$ cat src/rtl/act_unit.sv
// act_unit: two-stage pipelined per-lane activation (bypass, ReLU, leaky ReLU,
// clipped ReLU) with a saturating counter of lanes the activation changed.
//
// Handshake: a beat moves across a port on a rising edge where valid and ready
// are both high. The producer holds valid and the beat steady until accepted.
// A stage takes a new beat when it is empty or its current beat leaves in the
// same cycle. in_ready therefore depends combinationally on out_ready.
module act_unit #(
    parameter int DATA_W  = 8,
    parameter int LANES   = 4,
    parameter int LEAK_SH = 3
) (
    input  logic                    clk,
    input  logic                    rst_n,
    input  logic                    in_valid,
    output logic                    in_ready,
    input  logic [LANES*DATA_W-1:0] in_data,
    input  logic [1:0]              mode,
    input  logic [DATA_W-1:0]       clip_max,
    output logic                    out_valid,
    input  logic                    out_ready,
    output logic [LANES*DATA_W-1:0] out_data,
    input  logic                    clr_cnt,
    output logic [15:0]             mod_cnt
);

    localparam int W  = LANES * DATA_W;
    localparam int CW = $clog2(LANES + 1);

    // Stage 1: raw beat plus the controls that travel with it.
    logic              s1_valid;
    logic [W-1:0]      s1_data;
    logic [1:0]        s1_mode;
    logic [DATA_W-1:0] s1_clip;

    // Stage 2: computed result and how many of its lanes were changed.
    logic              s2_valid;
    logic [W-1:0]      s2_data;
    logic [CW-1:0]     s2_mod;

    logic              s2_adv;
    logic [W-1:0]      act_data;
    logic [CW-1:0]     act_mod;
    logic [16:0]       cnt_sum;

    assign s2_adv    = !s2_valid || out_ready;
    assign in_ready  = !s1_valid || s2_adv;
    assign out_valid = s2_valid;
    assign out_data  = s2_data;
    assign cnt_sum   = {1'b0, mod_cnt} + 17'(s2_mod);

    // One lane of the activation. A negative clip bound forces 0 in clipped
    // mode, so the bound is never passed through when it is below zero.
    function automatic logic [DATA_W-1:0] lane_act(
        input logic [DATA_W-1:0] x,
        input logic [1:0]        m,
        input logic [DATA_W-1:0] clip
    );
        logic signed [DATA_W-1:0] xs;
        logic signed [DATA_W-1:0] cs;
        logic [DATA_W-1:0]        r;
        xs = $signed(x);
        cs = $signed(clip);
        r  = x;
        case (m)
            2'b01: if (xs < 0) r = '0;
            2'b10: if (xs < 0) r = xs >>> LEAK_SH;
            2'b11: begin
                if (xs < 0 || cs < 0) r = '0;
                else if (xs > cs)     r = clip;
            end
            default: r = x;
        endcase
        return r;
    endfunction

    // Activation of every lane of the stage-1 beat and count of changed lanes.
    always_comb begin
        act_data = '0;
        act_mod  = '0;
        for (int k = 0; k < LANES; k++) begin
            act_data[k*DATA_W +: DATA_W] = lane_act(s1_data[k*DATA_W +: DATA_W], s1_mode, s1_clip);
            if (act_data[k*DATA_W +: DATA_W] != s1_data[k*DATA_W +: DATA_W])
                act_mod = act_mod + CW'(1);
        end
    end

    // Stage 1 register: load whenever it can accept; empties if nothing arrives.
    always_ff @(posedge clk or negedge rst_n) begin
        if (!rst_n) begin
            s1_valid <= 1'b0;
            s1_data  <= '0;
            s1_mode  <= 2'b00;
            s1_clip  <= '0;
        end else if (in_ready) begin
            s1_valid <= in_valid;
            if (in_valid) begin
                s1_data <= in_data;
                s1_mode <= mode;
                s1_clip <= clip_max;
            end
        end
    end

    // Stage 2 register: holds the result steady while downstream stalls.
    always_ff @(posedge clk or negedge rst_n) begin
        if (!rst_n) begin
            s2_valid <= 1'b0;
            s2_data  <= '0;
            s2_mod   <= '0;
        end else if (s2_adv) begin
            s2_valid <= s1_valid;
            if (s1_valid) begin
                s2_data <= act_data;
                s2_mod  <= act_mod;
            end
        end
    end

    // Saturating modified-lane counter; clear wins over a same-cycle increment.
    always_ff @(posedge clk or negedge rst_n) begin
        if (!rst_n) begin
            mod_cnt <= 16'h0000;
        end else if (clr_cnt) begin
            mod_cnt <= 16'h0000;
        end else if (s2_valid && out_ready) begin
            mod_cnt <= cnt_sum[16] ? 16'hFFFF : cnt_sum[15:0];
        end
    end

endmodule

$ cat config.mk
export PLATFORM = sky130hd
export DESIGN_NAME = act_unit
export DESIGN_NICKNAME = d
export VERILOG_FILES = /design/src/rtl/act_unit.sv
export SDC_FILE = /design/constraint.sdc
export NUM_CORES = 1
export LEC_CHECK = 0
export ABC_CLOCK_PERIOD_IN_PS = 4070
export BUFFER_PORTS_ARGS = -buffer_cell sky130_fd_sc_hd__buf_2
export CAP_MARGIN = 25
export CORE_UTILIZATION = 59
export DETAILED_ROUTE_END_ITERATION = 8
export HOLD_SLACK_MARGIN = 0.05
export PLACE_DENSITY = 0.82
export SYNTH_ARGS = -nofsm -noshare
export SYNTH_HDL_FRONTEND = slang
export SYNTH_SLANG_ARGS = --single-unit
$ cat constraint.sdc
create_clock -name clk -period 4.07 [get_ports clk]
set_clock_uncertainty 0.1 [all_clocks]
set_input_delay 0.6105 -clock clk [delete_from_list [all_inputs] [get_ports clk]]
set_output_delay 0.6105 -clock clk [all_outputs]
set_load 0.02 [all_outputs]
Word-level counts from Yosys, hierarchy flattened
Cells that the tools add are included.
Word-level totals
  register bits: 95
  input bits: 47
  output and inout port bits: 50
  logic and storage cells: 67
Cells by class
  $add $sub $neg: 4
  order comparisons: 9
  eq/ne operators: 7
  muxes and demuxes: 27
  reduce and logical (&&, ||, !) cells: 12
Operators with widths (count)
  8-bit 2-to-1 mux: 12
  8-bit case mux with 3 select lines: 4
  16-bit 2-to-1 mux: 3
  8-bit by 1-bit less-than comparator with 1-bit output, second input constant: 5
  8-bit > comparator: 4
  8-bit != test: 4
  7-bit 2-to-1 mux: 4
  16-bit by 3-bit adder with 17-bit output: 1
  3-bit by 1-bit adder with 3-bit output, second input constant: 3
  3-bit 2-to-1 mux: 3
  1-bit logical OR: 6
  2-bit == test, second input constant: 2
  2-bit AND reduction: 2
  2-bit by 1-bit == test with 1-bit output, second input constant: 1
  1-bit zero test: 2
  2-bit nonzero test: 1
  1-bit logical AND: 1
  1-bit 2-to-1 mux: 1

Depth between registers and ports, before layout
Gate-level depths: netlist (run 1).
  depth in word-level cells: 12
  mapped depth: 17
  gate-level depth less buffers: 17

Worst setup path after synthesis (run 1)
No wires, ideal clock.
  kind: register -> register
  start: register s1_clip[1]
  end: register s2_mod[2]
  library setup time: 82 ps
  arrival: 3573 ps
  setup slack: 315 ps
  stages on the path, launching flop included: 17
  path buffers: 0
  cells stage by stage: dfrtp_1 > inv_1 > ha_1 > nor2b_1 > o21a_1 > o21ai_1 > a21oi_1 > o31ai_1 > and2_1 > o221a_1 > o2111a_1 > ha_1 > xor2_1 > ha_1 > inv_1 > a311o_2 > a31oi_1
On the way
  longest elaborated chain between the ends: 12
  elaborated cells on any way between the ends: 32
  classes of those cells: add/sub: 3; order compare: 5; eq/ne: 4; mux: 16; reduce/logical: 4
Ends and longest elaborated chain
  start: declaration: line 34  | logic [DATA_W-1:0] s1_clip;
  start signal: assignment: line 100  | s1_clip <= clip_max;
  8-bit > comparator / 8-bit by 1-bit less-than comparator with 1-bit output (equally long branches): line 70, 69
  8-bit 2-to-1 mux / 1-bit logical OR (equally long branches): line 70, 69
  8-bit 2-to-1 mux: line 69  | if (xs < 0 || cs < 0) r = '0;
  8-bit case mux with 3 select lines: line 65  | case (m)
  8-bit != test: line 83  | if (act_data[k*DATA_W +: DATA_W] != s1_data[k*DATA_W +: DATA_W])
  1-bit 2-to-1 mux: line 83
  3-bit by 1-bit adder with 3-bit output: line 84  | act_mod = act_mod + CW'(1);
  3-bit 2-to-1 mux: line 83
  3-bit by 1-bit adder with 3-bit output: line 84
  3-bit 2-to-1 mux: line 83
  3-bit by 1-bit adder with 3-bit output: line 84
  3-bit 2-to-1 mux (*): line 83
  end signal: assignment: line 115  | s2_mod <= act_mod;
  end: declaration: line 39  | logic [CW-1:0] s2_mod;
Every way passes the cells marked *; elsewhere a longest branch is shown, timed or not.
A chain may end at the register's enable or synchronous reset.

Worst setup path after layout (run 1)
  start: register s1_clip[4]
  end: register s2_mod[1]
Same word-level chain as after synthesis.

==> results of run 1 <==
==> through the flow <==
step                      util [%]  power [mW]  hold slack [ps]  std cells
after CTS                     69.1        3.88              374       1046
final                         69.7        3.92              103       1049
after floorplan                  -        2.50              215        808
after detailed placement      66.6        3.07              366       1030
after global routing          69.7        4.16              146       1049
after global placement        66.6        3.01              356       1030
==> sequential cells by signal, summed over array words and instances (netlist names) <==
signal,flops
out_data,32
s1_data,32
mod_cnt,16
s1_clip,8
s2_mod,3
s1_mode,2
out_valid,1
s1_valid,1
==> per-layer routing <==
| metal | part of all wire [%] | wire length, um | up-vias |
|---|---|---|---|
| met5 | 0 | 0 | - |
| met1 | 42 | 8750 | 3247 |
| li1 | - | - | 3171 |
| met4 | 2.7 | 555 | 0 |
| met3 | 10 | 2080 | 60 |
| met2 | 45 | 9470 | 436 |
==> critical path, delay by kind of cell, from the launching register on <==
family	cells	cell delay, ps
AOI/OAI and AO/OA	7	1540
adders and majority gates	3	810
and+or+nand+nor	3	420
DFF	1	410
buffers and inverters	2	220
muxes	1	80
==> power by group through the flow <==
stage                     logic (mW)  registers, mW  clock network (mW)
final                           1.78           1.33               0.807
after global routing            1.95           1.35               0.858
after CTS                       1.74           1.32               0.819
after detailed placement        1.73           1.34                   0
after global placement          1.68           1.32                   0
after floorplan                 1.11           1.39                   0
==> worst min path at each step <==
| stage | startpoint | to | slack, ps | depth (start not counted) |
|---|---|---|---|---|
| finish | rst_n | mod_cnt[15]$_DFFE_PN0P_ | 100 | 1 |
| global route | rst_n | mod_cnt[15]$_DFFE_PN0P_ | 150 | 1 |
| CTS | rst_n | s2_mod[2]$_DFFE_PN0P_ | 370 | 1 |
| detailed placement | out_data[10]$_DFFE_PN0P_ | out_data[10]$_DFFE_PN0P_ | 370 | 2 |
| global placement | out_data[14]$_DFFE_PN0P_ | out_data[14]$_DFFE_PN0P_ | 360 | 1 |
| floorplan | rst_n | mod_cnt[0]$_DFFE_PN0P_ | 210 | 0 |
==> timing repair <==
action | 4_1_cts | 5_1_grt
resized for setup | 0 | 1
setup endpoints to repair | 0 | 1
hold endpoints to repair | 0 | 0
==> final cells by class <==
class / instances / share of cell area [%]
well taps: 143 / 2.25
flip-flops and latches: 95 / 29.9
multi-input cells: 628 / 52.5
clock inverters: 3 / 0.220
inverters: 33 / 1.59
clock buffers: 13 / 3.27
repair buffers: 134 / 10.3
==> cells by family after synthesis <==
group / count (synthesis) / share of synthesized area (%)
XOR/XNOR: 3 / 0.582
AO/OA/AOI/OAI: 283 / 27.1
multiplexers: 47 / 7.67
flip-flops: 95 / 34.5
buffers and inverters: 85 / 5.00
AND/OR/NAND/NOR: 252 / 17.2
adder cells (fa/ha/maj): 43 / 7.92
==> synthesized netlist by cell type, types with 8 or more instances <==
cell	instances
and3_1	8
a221oi_1	11
nand3_1	25
ha_1	42
mux2_2	42
o21ai_0	71
nand2_1	85
o22ai_1	22
nor2_1	68
nor3_1	9
nand2b_1	15
o31ai_1	10
dfrtp_1	95
o211ai_1	8
a21oi_1	70
a31oi_1	9
nor2b_1	14
buf_2	9
inv_1	27
clkbuf_1	34
==> reports/qor.yml, run 1 <==
busiest_layer: "met2"
period_needed_ps: 3670
period_share_pct: 90.3
met3_usage_pct: 7.00
hold_violations: 0
slew_headroom_pct: 42.7
grt_first_pass_wirelength_mm: 32.8
drtAntennaViolNets: 0
cts-htree-levels: 3
synthFlopType: "dfrtp_1"
synth_top_cell_by_area: "dfrtp_1"
drtIter0Drc: 626
slowest_stage: "o211ai_1"
path_cells: "inv_4 -> ha_1 -> o21a_1 -> o21ai_0 -> a21oi_1 -> o211ai_1 -> nor2_1 -> o31a_1 -> or2_1 -> ha_1 -> inv_1 -> mux2i_1 -> ha_1 -> nand2_1 -> o22ai_1 -> a31o_1"
setup_slack_ps: 396
grt.total_usage_pct: 35.5
synth-warning-count: 0
post_cts.repair.setup_buffers: 0
synth_edf_count: 0
crit_required_ps: 4210
avgSynthCellArea_um2: 8.52
gr-total-overflow: 0
grt_pass1_vias: 6442
grt_use_met1_pct: 48.8
drt_wl_total_mm: 20.9
drtPass1Iterations: 5
powerDensity_nw_per_um2: 492
maxCapViolations: 0
dieArea_um2: 12100
clock.fmax_mhz: 272
final_cell_mix: "buf_2, dfrtp_1, nand2_1, o21ai_0, a21oi_1"
core_um2: 11400
swShare_pct: 41.5
finalMaxSlewViolations: 0
power_frac_seq_pct: 33.9
worst_setup_path_start_kind: "register"
worstPathArrival_ps: 3820
antenna_cells: 0
async_reset_ff_share_pct: 100
synth_seq_area_share_pct: 34.5
port_buffers: 96
setup_viol: 0
hold_path.class: "in2async"
antenna_found_initial: 0
power.net_switching_mw: 1.62
nNetsFinal: 991
clock_path_buffers: 2
combPwrFrac_pct: 45.5
ff2ff_setup_slack_ps: 400
start_util_pct: 60.3
vias: 6914
preCtsSetupSlack_ps: 402
clkSinkCount: 95
worst_slew_pin_slew_ps: 856
cts_tree: "yes"
power_leakage_nw: 3.64
ctsRootBufferMaster: "clkbuf_16"
worstReg2RegStart: "s1_clip[4]$_DFFE_PN0P_"
rsz0062_at_grt: "false"
critPathKind: "reg2reg"
syn-num-nets: 898
cts_buffers: 9
critPathMaxFanout: 10
rows: 39
multi_input_area_um2: 4170
die-height_um: 110
nFillCells: 908
cp-end-kind: "register"
wl_per_cell_um: 19.9
gp_congestion: 0.948
drc: 0
crit_start: "s1_clip[4]$_DFFE_PN0P_"
design_area_um2: 7960
num_io_pins: 97
cts_hold_buffers: 0
yosys-top-cells-area: "dfrtp_1, ha_1, mux2_2, o21ai_0, a21oi_1"
syn_to_final_growth_pct: 15.5
drive_above_1_share_pct: 23.0
synth-seq-cells: 95
placed_area_um2: 7610
seqCellArea_um2: 2380
met2_usage_pct: 54.3
hpwl_mm: 15.0
die_width_um: 110
ff2ff_path_depth: 16
intPower_mw: 2.29
reg2reg_to: "s2_mod[1]$_DFFE_PN0P_"
cts.clk_slew.worst_paths_ps: 60
avgViaCountPerCell: 6.59
critical_path.most_common_cell: "ha_1"
synth_cell_types: 77
insertion_delay_ps: 350
crit_path_end: "s2_mod[1]$_DFFE_PN0P_"
synth_area_um2: 6890
p_clk_share_pct: 20.6
outcome: "finished clean"
ir_worst_vdd_mv: 0.350
critPathMaxStageDelay_ps: 510
grt_max_degree: 79
synthCells: 808
fin_tns_setup_ps: 0
synth_top_area_share_pct: 34.5
(Power assumes the default switching activity.)
==> inputs of run 2 (changes only) <==
Settings changed: ABC_CLOCK_PERIOD_IN_PS 4070 to 4550, CORE_UTILIZATION 59 to 63, PLACE_DENSITY 0.82 to 0.91.
Clock period 4.07 ns to 4.55 ns, I/O delays scaled along.
==> reports/qor.yml, run 2 (synthesis gave the netlist of run 1 again) <==
cts-htree-levels: 3  # unchanged
dpl.cell_count: 1006  # -2.3%
swShare_pct: 42.5  # +1.0 points
ir_worst_vdd_mv: 0.338  # -3.5%
worst_setup_path_start_kind: "register"
die-height_um: 107  # -3.2%
gp_congestion: 0.978  # +3.1%
hold_violations: 0  # unchanged
nNetsFinal: 972  # -1.9%
final_core_util_pct: 73.8  # +4.1 points
combPwrFrac_pct: 44.7  # -0.8 points
rsz0062_at_grt: "false"
clkSinkCount: 95  # unchanged
clock_path_buffers: 2  # unchanged
grt_pass1_vias: 6440  # -0.031%
preCtsSetupSlack_ps: 656  # +254 ps
clock.fmax_mhz: 250  # -8.2%
critical_path.most_common_cell: "ha_1"
powerDensity_nw_per_um2: 443  # -10%
wl_per_cell_um: 20.5  # +3.0%
crit_start: "s1_clip[1]$_DFFE_PN0P_"
cts_tree: "yes"
fin_tns_setup_ps: 0  # unchanged
period_share_pct: 88.0  # -2.3 points
num_io_pins: 97  # unchanged
grt_first_pass_wirelength_mm: 33.0  # +0.78%
hpwl_mm: 14.5  # -3.0%
intPower_mw: 1.97  # -14%
period_needed_ps: 4000  # +328 ps
vias: 6899  # -0.22%
ctsRootBufferMaster: "clkbuf_8"
insertion_delay_ps: 390  # +40 ps
dieArea_um2: 11400  # -6.2%
drt_wl_total_mm: 21.0  # +0.48%
path_cells: "inv_1 -> ha_1 -> nor2b_1 -> o21a_1 -> o21ai_1 -> a21oi_1 -> o31ai_1 -> buf_4 -> and2_1 -> o221a_1 -> o2111a_1 -> ha_1 -> xor2_1 -> ha_1 -> inv_1 -> a311o_2 -> a31oi_1"
power_mw: 3.42  # -13%
instances_no_fill: 1023  # -2.5%
slew_headroom_pct: 33.4  # -9.3 points
maxCapViolations: 0  # unchanged
worstPathArrival_ps: 4220  # +400 ps
die_width_um: 107  # -3.2%
critPathMaxStageDelay_ps: 590  # +80 ps
avgViaCountPerCell: 6.74  # +2.3%
worst_slew_pin_slew_ps: 998  # +142 ps
cts_buffers: 9  # unchanged
slowest_stage: "dfrtp_1"
cts.clk_slew.worst_paths_ps: 100  # +40 ps
crit_required_ps: 4770  # +560 ps
power.net_switching_mw: 1.45  # -10%
rows: 37  # -5.1%
grt.total_usage_pct: 37.9  # +2.4 points
design_area_um2: 7720  # -3.0%
finalMaxSlewViolations: 0  # unchanged
setup_viol: 0  # unchanged
syn_to_final_growth_pct: 12.1
power_leakage_nw: 3.52  # -3.4%
gr-total-overflow: 0  # unchanged
whs_ps: 295  # +192 ps
cp-end-kind: "register"
hold_path.class: "in2async"
core_um2: 10500  # -8.4%
setup_slack_ps: 547  # +152 ps
outcome: "finished clean"
cts_hold_buffers: 0  # unchanged
drtPass1Iterations: 5  # unchanged
worstReg2RegStart: "s1_clip[1]$_DFFE_PN0P_"
post_cts.repair.setup_buffers: 0  # unchanged
start_util_pct: 65.8  # +5.5 points
final_cell_mix: "buf_2, dfrtp_1, nand2_1, o21ai_0, a21oi_1"
cts_resized: 0  # unchanged
power_frac_seq_pct: 35.6  # +1.7 points
critPathMaxFanout: 8  # -2
antenna_found_initial: 0  # unchanged
placed_area_um2: 7460  # -2.0%
p_clk_share_pct: 19.7  # -0.9 points
drtAntennaViolNets: 0  # unchanged
critPathKind: "reg2reg"
grt_max_degree: 68  # -14%
nFillCells: 787  # -13%
drive_above_1_share_pct: 21.4  # -1.5 points
port_buffers: 96  # unchanged
drtIter0Drc: 651  # +4.0%
antenna_cells: 0  # unchanged
drc: 0  # unchanged
[run 2: cell count changes in the layout (fill, tap and decap cells not counted), sizes merged]
cell,previous run,this run
buf,134,115
bufinv,0,2
clkbuf,13,12
clkinv,3,2
clkinvlp,1,0
inv,32,33
[run 2: final timing paths]
check	end	cells past startpoint	slack, ps
max reg2reg	s2_mod[2]$_DFFE_PN0P_	17	550
min in group clk	out_data[26]$_DFFE_PN0P_	2	380
max	s2_mod[2]$_DFFE_PN0P_	17	550
min reg2reg	out_data[26]$_DFFE_PN0P_	2	380
max in group asynchronous	s1_data[26]$_DFFE_PN0P_	2	3140
min	mod_cnt[14]$_DFFE_PN0P_	1	300
[run 2: cell type report]
| cell class | count | area [um^2] | area share (%) |
|---|---|---|---|
| multi-input cells | 628 | 4170 | 54.0 |
| flip-flops and latches | 95 | 2380 | 30.8 |
| repair buffers | 115 | 638 | 8.27 |
| well taps | 136 | 170 | 2.20 |
| clock buffers | 12 | 165 | 2.14 |
| inverters | 33 | 126 | 1.64 |
| clock inverters | 4 | 73.8 | 0.957 |
[run 2: routing by layer]
metal	global-route usage, %	routed length, um
met5	0	0
met4	16.8	658
met3	7.30	1990
met2	58.7	9640
met1	51.6	8670
[run 2: worst max-delay path: cells and delay by family, from the launching register on]
kind	cells	cell delay, ps
AO/OA/AOI/OAI	8	1540
XOR/XNOR	1	210
adder cells (fa/ha/maj)	3	790
buffers and inverters	3	370
flip-flops	1	590
AND/OR/NAND/NOR	2	340
[run 2: power groups by stage]
stage / registers, mW / clock network (mW) / logic (mW)
2_1_floorplan: 1.25 / 0 / 0.993
3_3_place_gp: 1.21 / 0 / 1.44
3_5_place_dp: 1.22 / 0 / 1.49
4_1_cts: 1.21 / 0.678 / 1.50
5_1_grt: 1.24 / 0.704 / 1.67
6_report: 1.22 / 0.675 / 1.53
==> inputs of run 3 (changes only) <==
Settings changed: BUFFER_PORTS_ARGS -buffer_cell sky130_fd_sc_hd__buf_2 to not set, CORE_UTILIZATION 63 to 70, DONT_BUFFER_PORTS set to 1, PLACE_DENSITY 0.91 to 0.9.
==> reports/qor.yml, run 3 (synthesis gave the netlist of run 1 again) <==
die_width_um: 101  # -5.0%
wl_met1_mm: 7.82  # -9.8%
worst_slew_pin_slew_ps: 943  # -55.6 ps
critical_path.most_common_cell: "ha_1"
period_needed_ps: 4110  # +108 ps
crit_required_ps: 4730  # -40 ps
die-height_um: 101  # -5.0%
clock_path_buffers: 2  # unchanged
antenna_found_initial: 0  # unchanged
setup_slack_ps: 439  # -108 ps
core_um2: 9370  # -10%
period_share_pct: 90.3  # +2.4 points
drt_wl_total_mm: 19.5  # -6.7%
wl_per_cell_um: 21.3  # +3.8%
drtIter0Drc: 640  # -1.7%
cts-htree-levels: 3  # unchanged
design_area_um2: 7200  # -6.8%
preCtsSetupSlack_ps: 570  # -86.0 ps
clkSinkCount: 95  # unchanged
avgViaCountPerCell: 7.18  # +6.5%
slew_headroom_pct: 37.1  # +3.7 points
drtAntennaViolNets: 0  # unchanged
critPathMaxFanout: 10  # +2
insertion_delay_ps: 380  # about the same
gp_congestion: 0.968  # -1.0%
final_core_util_pct: 76.8  # +3.0 points
rsz0062_at_grt: "false"
gr-total-overflow: 0  # unchanged
swShare_pct: 45.1  # +2.6 points
placed_area_um2: 6950  # -6.8%
fin_tns_setup_ps: 0  # unchanged
hpwl_mm: 13.5  # -6.7%
start_util_pct: 73.5  # +7.7 points
drtPass1Iterations: 6  # +1
critPathKind: "reg2reg"
met3_length_mm: 2.16  # +8.2%
powerDensity_nw_per_um2: 441  # -0.44%
hold_violations: 0  # unchanged
worst_setup_path_start_kind: "register"
cts_tree: "yes"
hold_path.class: "in2async"
critPathMaxStageDelay_ps: 590  # about the same
ir_worst_vdd_mv: 0.331  # -2.0%
intPower_mw: 1.74  # -11%
rows: 35  # -5.4%
nNetsFinal: 875  # -10%
final_cell_mix: "dfrtp_1, nand2_1, o21ai_0, a21oi_1, nor2_1"
p_clk_share_pct: 17.3  # -2.4 points
wl_met2_mm: 8.80  # -8.7%
dieArea_um2: 10200  # -9.8%
power_frac_seq_pct: 42.7  # +7.1 points
routed.top_layer: "met4"
clock.fmax_mhz: 243  # -2.6%
cts_buffers: 9  # unchanged
vias: 6598  # -4.4%
drc: 0  # unchanged
port_buffers: 0  # -100%
mostFrequentLayoutCell: "dfrtp_1"
drive_above_1_share_pct: 11.8  # -9.6 points
grt_first_pass_wirelength_mm: 31.3  # -5.2%
outcome: "finished clean"
grt.total_usage_pct: 39.5  # +1.6 points
worstPathArrival_ps: 4290  # +70 ps
setup_viol: 0  # unchanged
cts.clk_slew.worst_paths_ps: 110  # about the same
ctsRootBufferMaster: "clkbuf_8"
path_cells: "inv_1 -> ha_1 -> nor2b_1 -> o21a_1 -> o21ai_1 -> a21oi_1 -> o41ai_1 -> a21oi_1 -> o21ai_0 -> o2111a_1 -> ha_1 -> xor2_1 -> ha_1 -> nand2_1 -> o22ai_1 -> a31o_1"
combPwrFrac_pct: 40.0  # -4.7 points
slowest_stage: "o41ai_1"
num_io_pins: 97  # unchanged
maxCapViolations: 0  # unchanged
power.net_switching_mw: 1.43  # -1.6%
syn_to_final_growth_pct: 4.51
finalMaxSlewViolations: 0  # unchanged
post_cts.repair.setup_buffers: 0  # unchanged
grt_max_degree: 96  # +41%
cp-end-kind: "register"
grt_pass1_vias: 6243  # -3.1%
antenna_cells: 0  # unchanged
power_leakage_nw: 3.08  # -12%
## run 3: routing by layer
layer	vias to the layer above	global-route usage [%]
met5	-	0
met4	0	16.7
met3	89	9.45
met2	478	61.6
met1	3083	52.8
li1	2948	-
## run 3: stage by stage
step           hold slack, ps  power (mW)  cells
2_1_floorplan             287        2.24    808
6_report                 85.5        3.18    919
3_3_place_gp              289        2.51    901
5_1_grt                   115        3.37    919
3_5_place_dp              289        2.57    901
4_1_cts                   124        3.13    918
## run 3: what timing repair did
item | in CTS | in global routing
hold buffers | 1 | 0
gates resized for setup | 0 | 0
endpoints found under the hold margin | 95 | 0
## run 3: path summary, 6_finish.rpt
check / endpoint / start / cells after the start / slack (ps)
min: mod_cnt[14]$_DFFE_PN0P_ / rst_n / 1 / 90
min reg2reg: out_valid$_DFFE_PN0P_ / s1_valid$_DFFE_PN0N_ / 1 / 420
min in group clk: mod_cnt[2]$_DFFE_PN0P_ / clr_cnt / 1 / 240
max: s2_mod[1]$_DFFE_PN0P_ / s1_clip[1]$_DFFE_PN0P_ / 16 / 440
max in group asynchronous: s1_data[25]$_DFFE_PN0P_ / rst_n / 1 / 3890
max reg2reg: s2_mod[1]$_DFFE_PN0P_ / s1_clip[1]$_DFFE_PN0P_ / 16 / 440
## run 3: power groups by stage
stage	combinational, mW	sequential [mW]	clock (mW)
after floorplan	0.993	1.25	0
after global placement	1.16	1.36	0
after detailed placement	1.21	1.36	0
after CTS	1.23	1.35	0.552
after global routing	1.40	1.38	0.593
final	1.27	1.36	0.548
## run 3: worst max-delay path, delay by kind of cell (launching register included)
family,cells,cell delay [ps]
buffers and inverters,1,290
DFF,1,380
adders and majority gates,3,900
and+or+nand+nor,2,210
xor gates and xnor gates,1,190
AOI/OAI and AO/OA,9,1930
## run 3: area by class of cell
cell class,instances,area [um^2]
clock buffer,9,124
clock inverter,7,65.1
fill,666,2180
inverter,33,126
multi-input combinational,628,4170
sequential,95,2380
tap,129,161
timing repair buffer,18,175
